==> src/rtl/priority_decoder_stretch_pkg.sv <==
// Purpose: shared code constants, FSM state encoding and code-legality helper
// Latency: n/a (package only)
// Backpressure: n/a
// Used by the priority decoder and by the matching 12-input priority encoder,
// which shares CODE_NONE so both ends agree on the "no request" code.
package priority_decoder_stretch_pkg;

  localparam int         N_CHAN    = 12;
  localparam logic [3:0] CODE_NONE = 4'hF;

  typedef enum logic [0:0] {
    IDLE = 1'b0,
    HOLD = 1'b1
  } state_e;

  // A code is legal when it names an existing output channel.
  function automatic logic is_legal_code(input int code, input int n_out = N_CHAN);
    return (code < n_out);
  endfunction

endpackage

==> src/rtl/priority_decoder_stretch_sat_counter.sv <==
// Purpose: saturating up-counter with synchronous clear (clear beats increment)
// Latency: count visible one cycle after inc_i / clr_i
// Backpressure: none; increments past all-ones are dropped
// Ports:
//   clk, rst_n : clock, asynchronous active-low reset
//   inc_i      : add one this cycle (ignored when saturated)
//   clr_i      : return to zero next cycle, overriding inc_i
//   cnt_o      : current count
module sat_counter #(
  parameter int W = 8
) (
  input  logic         clk,
  input  logic         rst_n,
  input  logic         inc_i,
  input  logic         clr_i,
  output logic [W-1:0] cnt_o
);

  logic [W-1:0] cnt_q;
  logic [W-1:0] cnt_d;

  always_comb begin
    cnt_d = cnt_q;
    if (clr_i) begin
      cnt_d = '0;
    end else if (inc_i && (cnt_q != {W{1'b1}})) begin
      cnt_d = cnt_q + W'(1);
    end
  end

  always_ff @(posedge clk or negedge rst_n) begin
    if (!rst_n) begin
      cnt_q <= '0;
    end else begin
      cnt_q <= cnt_d;
    end
  end

  assign cnt_o = cnt_q;

endmodule

==> src/rtl/priority_decoder_stretch.sv <==
// Purpose: code -> one-hot decoder whose selected line is stretched to HOLD_CYCLES cycles
// Latency: one-hot appears 1 cycle after accept; err_o pulses 1 cycle after an illegal accept
// Backpressure: code_ready low while a line is held (high throughout with PRIORITY_DECODER_RETRIGGER_EN)
// Ports:
//   clk, rst_n               : clock, asynchronous active-low reset
//   code_i/code_valid/ready  : index code handshake (0..N_OUT-1 legal, all-ones = none, rest illegal)
//   onehot_o/onehot_valid    : registered one-hot line and its non-zero flag
//   err_o                    : one-cycle pulse per accepted illegal code
//   err_cnt/err_clr          : saturating illegal-code count and its synchronous clear
// Optional macro PRIORITY_DECODER_RETRIGGER_EN: accept codes during HOLD; a legal code
// replaces the line and reloads the hold time, the none code ends the hold early.
module priority_decoder_stretch
  import priority_decoder_stretch_pkg::*;
#(
  parameter int N_OUT       = 12,
  parameter int CODE_W      = 4,
  parameter int HOLD_CYCLES = 4,
  parameter int ERR_CNT_W   = 8
) (
  input  logic                 clk,
  input  logic                 rst_n,
  input  logic [CODE_W-1:0]    code_i,
  input  logic                 code_valid,
  output logic                 code_ready,
  output logic [N_OUT-1:0]     onehot_o,
  output logic                 onehot_valid,
  output logic                 err_o,
  output logic [ERR_CNT_W-1:0] err_cnt,
  input  logic                 err_clr
);

  localparam logic [0:0] ST_IDLE = 1'(IDLE);
  localparam logic [0:0] ST_HOLD = 1'(HOLD);

  localparam int             CNT_W    = (HOLD_CYCLES > 1) ? $clog2(HOLD_CYCLES) : 1;
  localparam logic [CNT_W-1:0] CNT_LOAD = CNT_W'(HOLD_CYCLES - 1);

  // With a single-cycle hold the only HOLD cycle is also the last one, so the
  // next code is taken on the edge that ends the pulse and the stream stays gap-free.
  localparam logic SINGLE_CYCLE = (HOLD_CYCLES == 1);

  logic [0:0]       state_q, state_d;
  logic [N_OUT-1:0] onehot_q, onehot_d;
  logic [CNT_W-1:0] cnt_q, cnt_d;
  logic             err_q;

  logic             accept;
  logic             acc_legal;
  logic             acc_none;
  logic             acc_illegal;
  logic [N_OUT-1:0] dec_oh;

`ifdef PRIORITY_DECODER_RETRIGGER_EN
  assign code_ready = 1'b1;
`else
  assign code_ready = (state_q == ST_IDLE) || SINGLE_CYCLE;
`endif

  assign accept      = code_valid && code_ready;
  assign acc_legal   = accept && is_legal_code(int'(code_i), N_OUT);
  assign acc_none    = accept && (code_i == CODE_W'(CODE_NONE));
  assign acc_illegal = accept && !is_legal_code(int'(code_i), N_OUT) && !acc_none;
  assign dec_oh      = N_OUT'(1) << code_i;

  // Only legal codes load the line; none and illegal codes leave a running
  // hold alone unless the none code ends it (retrigger mode).
  always_comb begin
    state_d  = state_q;
    onehot_d = onehot_q;
    cnt_d    = cnt_q;
    case (state_q)
      ST_IDLE: begin
        if (acc_legal) begin
          onehot_d = dec_oh;
          cnt_d    = CNT_LOAD;
          state_d  = ST_HOLD;
        end
      end
      default: begin
        if (acc_legal) begin
          onehot_d = dec_oh;
          cnt_d    = CNT_LOAD;
        end else if (acc_none || (cnt_q == '0)) begin
          onehot_d = '0;
          cnt_d    = '0;
          state_d  = ST_IDLE;
        end else begin
          cnt_d = cnt_q - CNT_W'(1);
        end
      end
    endcase
  end

  always_ff @(posedge clk or negedge rst_n) begin
    if (!rst_n) begin
      state_q  <= ST_IDLE;
      onehot_q <= '0;
      cnt_q    <= '0;
      err_q    <= 1'b0;
    end else begin
      state_q  <= state_d;
      onehot_q <= onehot_d;
      cnt_q    <= cnt_d;
      err_q    <= acc_illegal;
    end
  end

  sat_counter #(
    .W (ERR_CNT_W)
  ) u_err_cnt (
    .clk   (clk),
    .rst_n (rst_n),
    .inc_i (acc_illegal),
    .clr_i (err_clr),
    .cnt_o (err_cnt)
  );

  assign onehot_o     = onehot_q;
  assign onehot_valid = |onehot_q;  // tied to the line itself so it can never disagree
  assign err_o        = err_q;

endmodule

==> config.mk <==
export PLATFORM = sky130hd
export DESIGN_NAME = priority_decoder_stretch
export DESIGN_NICKNAME = d
export VERILOG_FILES = /design/src/rtl/priority_decoder_stretch_pkg.sv /design/src/rtl/priority_decoder_stretch_sat_counter.sv /design/src/rtl/priority_decoder_stretch.sv
export SDC_FILE = /design/constraint.sdc
export NUM_CORES = 1
export LEC_CHECK = 0
export ABC_CLOCK_PERIOD_IN_PS = 1970
export CELL_PAD_IN_SITES_DETAIL_PLACEMENT = 1
export CELL_PAD_IN_SITES_GLOBAL_PLACEMENT = 1
export CORE_MARGIN = 2
export CORE_UTILIZATION = 37
export CTS_CLUSTER_SIZE = 40
export DETAILED_ROUTE_END_ITERATION = 8
export PLACE_DENSITY = 0.88
export SLEW_MARGIN = 10
export SYNTH_ARGS = -nofsm -noshare
export SYNTH_HDL_FRONTEND = slang
export SYNTH_HIERARCHICAL = 1
export SYNTH_SLANG_ARGS = --single-unit
==> constraint.sdc <==
create_clock -name clk -period 1.97 [get_ports clk]
set_input_delay 0.394 -clock clk [delete_from_list [all_inputs] [get_ports clk]]
set_output_delay 0.394 -clock clk [all_outputs]
set_load 0.02 [all_outputs]
# Word level (Yosys, flattened, before mapping)
# Cells that the tools add are included.
# op_classes
addsub,2
order_cmp,1
eq_ne,2
shift,1
muxes,14
n_bitwise,1
n_reduce_logical,15
# op_table
op,n
2-to-1 mux 12 bit,4
2-to-1 mux 8 bit,2
OR reduction 12 bit,1
<< shifter 1 x 4 -> 12 bit (first input constant),1
adder 8 x 1 -> 8 bit (second input constant),1
2-to-1 mux 2 bit,4
!= test 8 bit (second input constant),1
logical AND 1 bit,6
nonzero test 2 bit,3
== test 4 bit (second input constant),1
< comparator 4 bit (second input constant),1
2-to-1 mux 1 bit,4
logical NOT 1 bit,2
logical NOT 2 bit,1
AND reduction 2 bit,1
subtractor 2 x 1 -> 2 bit (second input constant),1
logical OR 1 bit,1
NOT 1 bit,1
# word_totals
ff_bits,24
input_bits,8
out_inout_bits,23
elab_cells,41

# Depth between registers and ports, before layout
# Gate-level depths: netlist of run 1.
# depth
word_depth,8
mapped_depth,7
depth_no_buf,5

# By module
# Netlist of run 1, hierarchy kept.
# by_module_without_submodules
mod,n_inst,cells_per_inst,area_per_inst_um2,seq_area_each_um2
priority_decoder_stretch,1,68,819.5,400.4
sat_counter,1,49,464.2,200.2

# Least setup slack after synthesis of run 1
# Ideal clock, no wire load.
# synth_path
path_kind,reg2reg
start,reg state_q
end,"reg u_err_cnt.cnt_q[7], in the netlist u_err_cnt/cnt_o[7]"
setup_ps,94
t_arrival_ps,1667
t_required_ps,1876
path_slack_ps,209
stages_incl_launch_ff,7
path_buffers,1
synth_period_minus_slack_ps,1761
cell_sequence,dfrtp_1 > nand2b_1 > a211oi_1 > buf_2 > nand3_1 > or3_1 > a211oi_1
# synth_via
elab_chain_len,7
word_cells_on_any_way,8
cone_classes,bitwise: 1; reduce/logical: 7
# synth_lines
item,line,source
"start, declared",priority_decoder_stretch.sv:42,"logic [0:0] state_q, state_d;"
"start signal, assigned",priority_decoder_stretch.sv:101,state_q <= state_d;
NOT 1 bit *,n/a,
logical AND 1 bit *,priority_decoder_stretch.sv:59,assign accept = code_valid && code_ready;
logical AND 1 bit,priority_decoder_stretch.sv:61,assign acc_none = accept && (code_i == CODE_W'(CODE_NONE));
logical NOT 1 bit,priority_decoder_stretch.sv:62,"assign acc_illegal = accept && !is_legal_code(int'(code_i), N_OUT) && !acc_none;"
logical AND 1 bit *,priority_decoder_stretch.sv:62,
via acc_illegal,priority_decoder_stretch.sv:50,logic acc_illegal;
logical AND 1 bit *,priority_decoder_stretch_sat_counter.sv:26,end else if (inc_i && (cnt_q != {W{1'b1}})) begin
nonzero test 2 bit (no line) *,n/a,
"end signal, assigned",priority_decoder_stretch_sat_counter.sv:35,cnt_q <= cnt_d;
"end, declared",priority_decoder_stretch_sat_counter.sv:19,logic [W-1:0] cnt_q;
# The timed path passes the listed nets; every way through them passes the cells marked *.
# A chain may end at the register's enable or synchronous reset.

# Worst setup path after layout of run 1
# layout_path
start,reg state_q
end,out code_ready
# layout_via
elab_chain_len,1
# layout_lines
item,line,source
NOT 1 bit,n/a,
"end, declared",priority_decoder_stretch.sv:24,"output logic code_ready,"
# No other way between the ends.

==> results of run 1 <==
[worst max-delay path: stages (launching register included)]
cell,delay [ns]
dfrtp_1,0.44
inv_2,0.12
clkdlybuf4s50_1,0.61
[repair_timing]
action,in CTS,in global routing
pin swaps,0,1
setup buffers,0,2
endpoints found under the setup margin,1,3
resized for setup,3,5
hold buffers,0,0
endpoints found under the hold margin,0,0
[sequential cells by signal, summed over array words and instances, names as in the netlist]
| signal | cells |
|---|---|
| err_o | 1 |
| u_err_cnt/cnt_o | 8 |
| onehot_o | 12 |
| cnt_q | 2 |
| state_q | 1 |
[metrics by stage]
step / setup WS (ns) / utilization [%] / instance area, um^2 / hold WS [ns] / power [W]
3_3_place_gp: -0.1176 / 51.18 / 1708 / 0.4758 / 0.001290
2_1_floorplan: 0.2086 / - / 1284 / 0.09841 / 0.001042
6_report: 0.09637 / 53.13 / 1773 / 0.4296 / 0.001546
4_1_cts: 0.01913 / 52.27 / 1744 / 0.4337 / 0.001546
3_5_place_dp: -0.3280 / 51.18 / 1708 / 0.4977 / 0.001324
5_1_grt: 0.02829 / 53.13 / 1773 / 0.4589 / 0.001638
[worst max path at each step]
stage,endpoint,cells after the start
floorplan,u_err_cnt/cnt_o[7],6
global placement,u_err_cnt/cnt_o[7],7
detailed placement,u_err_cnt/cnt_o[7],8
CTS,u_err_cnt/cnt_o[7],8
global route,u_err_cnt/cnt_o[5],7
finish,code_ready,2
[final cells by class]
cell class,instances,area [um^2],share of cell area [%]
timing repair buffer,45,407.9,23.01
inverter,6,22.52,1.270
tap,46,57.56,3.246
clock buffer,3,22.52,1.270
multi-input combinational,83,661.9,37.33
sequential,24,600.6,33.87
[synthesized netlist by cell type, drive strengths merged]
master,instances
mux2,14
a211oi,2
nor2,8
or3b,1
a41oi,1
clkbuf,1
and4,2
nor3,8
dfrtp,24
buf,3
or2b,2
a31oi,1
a21boi,2
mux2i,2
nor4,6
and3,1
inv,6
nor2b,3
a21oi,3
nand2b,5
nand4,1
nand2,6
ha,2
nor3b,1
o21ai,5
or3,2
nand3,4
a2111oi,1
[logic make-up (layout without fill, tap and decap cells)]
logic type      count (synthesis)  after routing  share of synthesized area [%]
compound gates                 15             15                          8.187
fa+ha+maj                       2              2                          1.949
buf+inv                        10             54                          4.190
flops                          24             24                          46.78
mux                            16             16                          17.06
simple gates                   50             50                          21.83
[layer usage]
layer | vias up | GRT usage [%]
li1 | 510 | -
met1 | 543 | 19.66
met2 | 27 | 34.31
met3 | 4 | 2.703
met4 | 0 | 6.111
met5 | - | 0
[power by group through the flow]
stage | registers, W | logic (W) | clock network (W)
6_report | 0.000632 | 0.000695 | 0.000219
5_1_grt | 0.000643 | 0.000744 | 0.000251
4_1_cts | 0.000629 | 0.000689 | 0.000228
3_5_place_dp | 0.000633 | 0.000692 | 0
3_3_place_gp | 0.000627 | 0.000663 | 0
2_1_floorplan | 0.000665 | 0.000377 | 0
==> metrics.cfg, run 1 <==
[detailed_routing]
via_per_inst=5.237
wl_met2_um=1948
maxUsedRoutingLayer=met4
met1_length_um=1461
dr.pass1.iters=4
vias=1084
final_antenna_net_count=0
wl_per_cell_um=17.03
drt-initial-drc-count=44
drc=0
wl_met3_um=87
wirelength_um=3526

[power]
peakVddDrop_v=0.0005085
swShare_pct=36.53
powerDensity_nw_per_um2=871.9
p_sw_w=0.0005647
p_clk_share_pct=14.2
intPower_w=0.0009812
seqPwrFrac_pct=40.9
leakage_nw=0.7903
combPwrFrac_pct=44.9

[cells_and_area]
fillerInstances=382
final_cells=207
mostFrequentLayoutCell=clkdlybuf4s50_1
most-common-layout-cells=29 x clkdlybuf4s50_1, 24 x dfrtp_1, 15 x buf_4
drive_above_1_share_pct=26.09
final_nets=173
n_antenna_cell=0
area_delta_synth_final_pct=38.11

[grt]
grt-ovfl-total=0
grt_usage_pct=17.86
grt_max_degree=25
grt_pass1_vias=1152
antenna_found_initial=0
grt_first_pass_wirelength_um=5595

[sta]
setup_viol=0
tns_ns=0
finClkSkew_ns=0.004021
rsz0062_at_grt=no
worstMarginPinSlew_ns=0.4199
hold_viol_final=0
post-route-period-util_pct=95.11
max-slew-margin-rel_pct=71.29
slew_violations=0
fmax_mhz=533.7
period_minus_slack_ns=1.874

[yosys]
synth_area_leader_cell=dfrtp_1
ys_seq_area_share_pct=46.78
syn_nets=127
syn_inst=117
synth_area_leaders=dfrtp_1 47%, mux2_4 12%, mux2_2 3.5%, nor3_1 3.1%, nor4_1 2.9%
ys_ff_latch=24
syn_avg_cell_area_um2=10.97
syn_area_um2=1284
yosys.area.top_type_share_pct=46.78
ys_types=35
yosysWarnings=6

[floorplan]
core_area_um2=3337
rows=21
start_util_pct=38.47
fp.dieH_um=62.90
die_w_um=62.90
die_area_um2=3956
io_pins=31

[critical_path]
crit_start=state_q
critPathCaptureType=primary output
arrival_ns=1.48
ff2ff_path_depth=4
worst_r2r_endpoint=u_err_cnt/cnt_o[0]
path_max_fanout=5
r2r_start=u_err_cnt/cnt_o[0]
worstSetupStartpointType=flop
required_ns=1.58
worstSetupPathType=flop to primary output
r2r_setup_slack_ns=0.14

[cts]
clock_sinks=24
cts_max_path_buffers=2
cts_buffers=3
htreeDepth=1
clkLatencyLatePin_ns=0.31
cts_tree=done
clk_pin_slew_ns=0.13
cts_root_buffer=clkbuf_4

[min_path]
min_path_type=input port to async pin

[placed_design]
dp_hpwl_um=2647
placement.io_buffers=30
gp_congestion=0.8664
dp.cells=202

[job]
maxCapViolCount=0

[run_status]
outcome=complete, no violations

Note: power is estimated with default switching activity, not from simulation.
==> inputs of run 2 (changes only) <==
- HOLD_SLACK_MARGIN: unset -> 0.02
- RECOVER_POWER: unset -> 25
==> run 2 against run 1 <==
Net effect:
- total power about the same
- maximum frequency about the same
- count of clock-buffer cells in the layout unchanged
- flip-flop and latch count unchanged
- design area decreased by 0.21%
- combinational power about the same
- wire length decreased by 0.11%
- global-route usage unchanged
- sequential power about the same
- critical path type unchanged
- critical endpoint unchanged
- largest cell class unchanged
==> metrics.cfg, run 2 (synthesis results as in run 1) <==
[sta]
fmax_mhz=534.0  ; was 533.7 MHz
slew_violations=0  ; unchanged
tns_ns=0  ; unchanged
period_minus_slack_ns=1.873  ; was 1.874 ns
post-route-period-util_pct=95.06  ; was 95.11%
hold_viol_final=0  ; unchanged
rsz0062_at_grt=no  ; unchanged
worstMarginPinSlew_ns=1.348  ; was 0.4199 ns
setup_viol=0  ; unchanged
max-slew-margin-rel_pct=10.10  ; was 71.29%
finClkSkew_ns=0.004021  ; unchanged

[grt]
antenna_found_initial=0  ; unchanged
grt_pass1_vias=1152  ; unchanged
grt_usage_pct=17.86  ; unchanged
grt_first_pass_wirelength_um=5595  ; unchanged
grt-ovfl-total=0  ; unchanged
grt_max_degree=25  ; unchanged

[critical_path]
worstSetupStartpointType=flop  ; unchanged
required_ns=1.58  ; about the same
arrival_ns=1.48  ; about the same
path_max_fanout=5  ; unchanged
critPathCaptureType=primary output  ; unchanged
worstSetupPathType=flop to primary output  ; unchanged

[cells_and_area]
drive_above_1_share_pct=25.47  ; was 26.09%
n_antenna_cell=0  ; unchanged
area_delta_synth_final_pct=37.82  ; was 38.11%
fillerInstances=383  ; was 382
final_util_pct=53.02  ; was 53.13%
most-common-layout-cells=29 x clkdlybuf4s50_1, 24 x dfrtp_1, 14 x buf_4  ; was 29 x clkdlybuf4s50_1, 24 x dfrtp_1, 15 x buf_4
final_nets=173  ; unchanged
mostFrequentLayoutCell=clkdlybuf4s50_1  ; unchanged
multi_input_area_um2=661.9  ; unchanged
ff_latch_area_um2=600.6  ; unchanged
largest_reg_flops=12  ; unchanged

[cts]
clk_pin_slew_ns=0.13  ; about the same
ctsHoldBuffers=0  ; unchanged
cts_root_buffer=clkbuf_4  ; unchanged
cts_tree=done  ; unchanged
htreeDepth=1  ; unchanged
cts_max_path_buffers=2  ; unchanged
cts_buffers=3  ; unchanged
clock_sinks=24  ; unchanged
clkLatencyLatePin_ns=0.31  ; about the same

[detailed_routing]
final_antenna_net_count=0  ; unchanged
wl_per_cell_um=17.01  ; was 17.03 um
dr.pass1.iters=4  ; unchanged
drc=0  ; unchanged
wirelength_um=3522  ; was 3526 um
vias=1084  ; unchanged
via_per_inst=5.237  ; unchanged
drt-initial-drc-count=44  ; unchanged

[floorplan]
core_area_um2=3337  ; unchanged
rows=21  ; unchanged
fp.dieH_um=62.90  ; unchanged
start_util_pct=38.47  ; unchanged
io_pins=31  ; unchanged
die_w_um=62.90  ; unchanged
die_area_um2=3956  ; unchanged

[job]
maxCapViolCount=0  ; unchanged

[power]
powerDensity_nw_per_um2=873.1  ; was 871.9 nW/um^2
leakage_nw=0.7867  ; was 0.7903 nW
peakVddDrop_v=0.0005085  ; about the same

[min_path]
min_path_type=flop to flop  ; was input port to async pin

[placed_design]
gp_congestion=0.8664  ; unchanged
placement.io_buffers=30  ; unchanged
dp_hpwl_um=2647  ; unchanged

[run_status]
outcome=complete, no violations  ; unchanged

## run 2: cell count changes in the layout (fill, tap and decap cells not counted)
cell      before  now
buf_4         15   14
clkbuf_1       0    1
## run 2: path summary, 6_finish.rpt
path / from / end / slack, ns / depth (start not counted)
setup / recovery: state_q / code_ready / 0.1 / 2
hold / removal: cnt_q[0] / cnt_q[0] / 0.51 / 1
setup reg to reg: u_err_cnt/cnt_o[0] / u_err_cnt/cnt_o[0] / 0.14 / 4
hold reg to reg: cnt_q[0] / cnt_q[0] / 0.51 / 1
max in group asynchronous: rst_n / state_q / 0.36 / 2
min in group asynchronous: rst_n / u_err_cnt/cnt_o[6] / 0.82 / 2
## run 2: metal layers
| metal | part of all wire, % | up-vias | track usage (%) |
|---|---|---|---|
| met1 | 41 | 543 | 19.66 |
| met5 | 0 | - | 0 |
| li1 | - | 510 | - |
| met3 | 2.5 | 4 | 2.703 |
| met4 | 0.82 | 0 | 6.111 |
| met2 | 55 | 27 | 34.31 |
## run 2: critical path, stage by stage (launching register included)
cell and delay (ns):
dfrtp_1 0.44, inv_2 0.12, clkdlybuf4s50_1 0.61
## run 2: repair_timing
action | in CTS | in global routing
endpoints found under the setup margin | 1 | 3
buffers inserted | 0 | 2
endpoints found under the hold margin | 0 | 0
cloned | 0 | 0
pin swaps | 0 | 1
resized for setup | 3 | 5
## run 2: report_power, final
part           internal (W)  total, W  switching [W]
logic              0.000346  0.000694       0.000348
clock network     0.0000714  0.000219       0.000147
registers          0.000563  0.000632      0.0000691
total              0.000980   0.00154       0.000564
## run 2: final cells by class
| class | instances | share of cell area [%] |
|---|---|---|
| Sequential cell | 24 | 33.95 |
| Inverter | 6 | 1.273 |
| Multi-Input combinational cell | 83 | 37.41 |
| Tap cell | 46 | 3.253 |
| Timing Repair Buffer | 45 | 22.84 |
| Clock buffer | 3 | 1.273 |
## run 2: stage by stage
step	instances	power, W	hold WS, ns	instance area (um^2)	setup WS [ns]
2_1_floorplan	117	0.001042	0.09841	1284	0.2086
3_3_place_gp	202	0.001290	0.4758	1708	-0.1176
3_5_place_dp	202	0.001324	0.4977	1708	-0.3280
4_1_cts	205	0.001546	0.4337	1744	0.01913
5_1_grt	207	0.001637	0.5564	1769	0.02829
6_report	207	0.001545	0.5093	1769	0.09727
==> inputs of run 3 (changes only) <==
- ABC_AREA: unset -> 1
- CORE_MARGIN: 2 -> 4
- CORE_UTILIZATION: 37 -> 35
- PLACE_DENSITY: 0.88 -> 0.89
==> run 3 against run 2 <==
Net effect:
- count of clock-buffer cells in the layout stayed put
- non-clock buffer count decreased by 7
- clock power increased by 34%
- worst setup slack worse by 0.0091 ns
- hold slack improved by 0.0045 ns
- maximum frequency shrank 0.48%
- first-iteration DRC count grew 43%
- via count rose by 18%
- total power up 1.1%
- combinational power fell by 9.9%
- highest routed layer unchanged
==> metrics.cfg, run 3 <==
[yosys]
syn_area_um2=1334  ; was 1284 um^2
ys_seq_area_share_pct=45.03  ; was 46.78%
async_flop_share_pct=100.0  ; unchanged
synth_common_cells=49 x nand2_1, 24 x dfrtp_1, 22 x nand3_1  ; was 24 x dfrtp_1, 10 x mux2_4, 8 x nor2_1, 8 x nor3_1
ys_types=21  ; was 35
yosys.area.top_type_share_pct=45.03  ; was 46.78%
synth_edf_count=0  ; unchanged
synthAdderAreaFrac_pct=1.876  ; was 1.949%
synth.area.mux_share_pct=0  ; was 17.06%
synthSimpleGateAreaFrac_pct=38.56  ; was 21.83%
synth_area_leaders=dfrtp_1 45%, nand2_1 14%, nand3_1 8.3%, inv_1 5.9%, nand4_1 4.7%  ; was dfrtp_1 47%, mux2_4 12%, mux2_2 3.5%, nor3_1 3.1%, nor4_1 2.9%
synth_flop_cell=dfrtp_1  ; unchanged
yosysWarnings=6  ; unchanged
synth_top_family_by_area=simple AND/OR/NAND/NOR gates  ; unchanged
ys_ff_latch=24  ; unchanged
synth_compound_area_share_pct=4.784  ; was 8.187%
synth_area_leader_cell=dfrtp_1  ; unchanged
synth-xor-area-share_pct=0  ; unchanged
synth_most_common_cell=nand2_1  ; was dfrtp_1
syn_inst=173  ; was 117
syn_nets=183  ; was 127
syn_avg_cell_area_um2=7.710  ; was 10.97 um^2

[cts]
cts_max_path_buffers=2  ; unchanged
ctsHoldBuffers=0  ; unchanged
clock_sinks=24  ; unchanged
clk_pin_slew_ns=0.08  ; was 0.13 ns
clkLatencyLatePin_ns=0.26  ; was 0.31 ns
cts_buffers=3  ; unchanged
cts_root_buffer=clkbuf_8  ; was clkbuf_4
post_cts_buffers=0  ; unchanged
cts_tree=done  ; unchanged
htreeDepth=1  ; unchanged

[min_path]
hold-path-cell-count=1  ; unchanged
min_path_type=flop to flop  ; unchanged

[detailed_routing]
drc=0  ; unchanged
final_antenna_net_count=0  ; unchanged
drt-initial-drc-count=63  ; was 44
wl_met3_um=96  ; was 89 um
wl_per_cell_um=14.86  ; was 17.01 um
met1_length_um=1831  ; was 1456 um
wl_met2_um=1829  ; was 1946 um
dr.pass1.iters=4  ; unchanged
wirelength_um=3833  ; was 3522 um
via_per_inst=4.953  ; was 5.237
vias=1278  ; was 1,084
maxUsedRoutingLayer=met4  ; unchanged

[grt]
grt_usage_pct=16.10  ; was 17.86%
grt_max_degree=25  ; unchanged
grt_first_pass_wirelength_um=6175  ; was 5595 um
antenna_found_initial=0  ; unchanged
grt_pass1_vias=1241  ; was 1,152
grt-ovfl-total=0  ; unchanged

[placed_design]
dp_hpwl_um=2855  ; was 2647 um
gp_congestion=0.8117  ; was 0.8664
placement.io_buffers=30  ; unchanged

[power]
power.total_w=0.001561  ; was 0.001545 W
leakage_nw=0.8753  ; was 0.7867 nW
peakVddDrop_v=0.0005204  ; was 0.0005085 V
powerDensity_nw_per_um2=890.7  ; was 873.1 nW/um^2

[cells_and_area]
final_util_pct=47.88  ; was 53.02%
drive_above_1_share_pct=11.90  ; was 25.47%
fillerInstances=463  ; was 383
area_delta_synth_final_pct=31.43  ; was 37.82%
n_antenna_cell=0  ; unchanged
ff_latch_area_um2=600.6  ; unchanged
mostFrequentLayoutCell=nand2_1  ; was clkdlybuf4s50_1
multi_input_area_um2=606.8  ; was 661.9 um^2
final_nets=222  ; was 173
largest_reg_flops=12  ; unchanged
most-common-layout-cells=49 x nand2_1, 28 x clkdlybuf4s50_1, 24 x dfrtp_1  ; was 29 x clkdlybuf4s50_1, 24 x dfrtp_1, 14 x buf_4

[critical_path]
crit_slowest_cell=dfrtp_1  ; was clkdlybuf4s50_1
worstSetupStartpointType=flop  ; unchanged
cp_num_buf_inv=1  ; was 2
arrival_ns=1.49  ; was 1.48 ns
critPathCaptureType=primary output  ; unchanged
ff2ff_path_depth=9  ; was 4
crit_family=simple AND/OR/NAND/NOR gates  ; was buffers and inverters
cpPeakStageDelay_ns=0.40  ; was 0.61 ns
required_ns=1.58  ; about the same
path_max_fanout=3  ; was 5
path_cells=or2_2 > nor2_1 > nand2_1 > dlygate4sd2_1  ; was inv_2 > clkdlybuf4s50_1
worstSetupPathType=flop to primary output  ; unchanged
cp.depth=4  ; was 2

[floorplan]
die_w_um=69.73  ; was 62.90 um
rows=22  ; was 21
io_pins=31  ; unchanged
core_area_um2=3661  ; was 3337 um^2
die_area_um2=4862  ; was 3956 um^2
fp.dieH_um=69.73  ; was 62.90 um
start_util_pct=36.43  ; was 38.47%

[sta]
hold_viol_final=0  ; unchanged
slew_violations=0  ; unchanged
post-route-period-util_pct=95.52  ; was 95.06%
finClkSkew_ns=0.001876  ; was 0.004021 ns
setup_viol=0  ; unchanged
tns_ns=0  ; unchanged
timing.hold.ws_ns=0.5139  ; was 0.5093 ns
worstMarginPinSlew_ns=0.6286  ; was 1.348 ns
rsz0062_at_grt=no  ; unchanged
max-slew-margin-rel_pct=58.09  ; was 10.10%
fmax_mhz=531.4  ; was 534.0 MHz
period_minus_slack_ns=1.882  ; was 1.873 ns

[job]
maxCapViolCount=0  ; unchanged

[run_status]
outcome=complete, no violations  ; unchanged

==> run 3: changes by cell type after synthesis, sizes merged, moves of 4 or more <==
cell	before	now
nand2	6	54
nand3	4	23
inv	6	21
mux2	14	0
nor2	8	19
nand4	1	10
nor4	6	0
nand2b	5	0
nor3	8	3
o21ai	5	1
==> run 3: final cells by class <==
type / count / share of cell area [%]
Inverter: 22 / 4.996
Tap cell: 48 / 3.426
Clock buffer: 3 / 2.355
Multi-Input combinational cell: 123 / 34.62
Timing Repair Buffer: 38 / 20.34
Sequential cell: 24 / 34.26
==> run 3: metal layers <==
metal  vias up  track usage [%]
met2        28            26.06
met3         7            1.884
li1        634                -
met4         0            6.596
met5         -                0
met1       609            21.78
==> run 3: cells by family (layout without fill, tap and decap cells) <==
kind of cell / count (synthesis) / after routing
AOI/OAI and AO/OA: 10 / 10
and+or+nand+nor: 111 / 111
adders and majority gates: 2 / 2
DFF: 24 / 24
buffers and inverters: 26 / 63
==> run 3: worst register-to-register path: cells and delay by family (launching register included) <==
kind | cells | cell delay (ns)
buffers and inverters | 3 | 0.39
DFF | 1 | 0.43
and+or+nand+nor | 6 | 0.64
==> run 3: path summary, 6_finish.rpt <==
| kind | endpoint | slack, ns | start |
|---|---|---|---|
| setup / recovery | onehot_valid | 0.09 | onehot_o[1] |
| setup reg to reg | u_err_cnt/cnt_o[2] | 0.41 | state_q |
| hold reg to reg | cnt_q[0] | 0.51 | cnt_q[0] |
| hold / removal | cnt_q[0] | 0.51 | cnt_q[0] |
| min in group asynchronous | onehot_o[5] | 0.69 | rst_n |
| max in group asynchronous | u_err_cnt/cnt_o[3] | 0.87 | rst_n |
==> run 3: what timing repair did <==
action                                  CTS  global route
cloned                                    0             0
endpoints found under the setup margin    1             1
gates resized for setup                   1             1
==> run 3: through the flow <==
stage	worst slack (ns)	area (um^2)	std cells
after floorplan	0.3628	1334	173
after global placement	-0.07475	1712	255
after detailed placement	-0.1349	1712	255
after CTS	0.07067	1752	258
after global routing	0.01187	1753	258
final	0.08817	1753	258
==> run 3: report_power, final <==
group          total (W)  internal (W)  leakage (nW)  switching [W]
Combinational   0.000625      0.000255         0.530       0.000370
Sequential      0.000643      0.000572         0.323      0.0000713
Clock           0.000293      0.000137        0.0216       0.000157
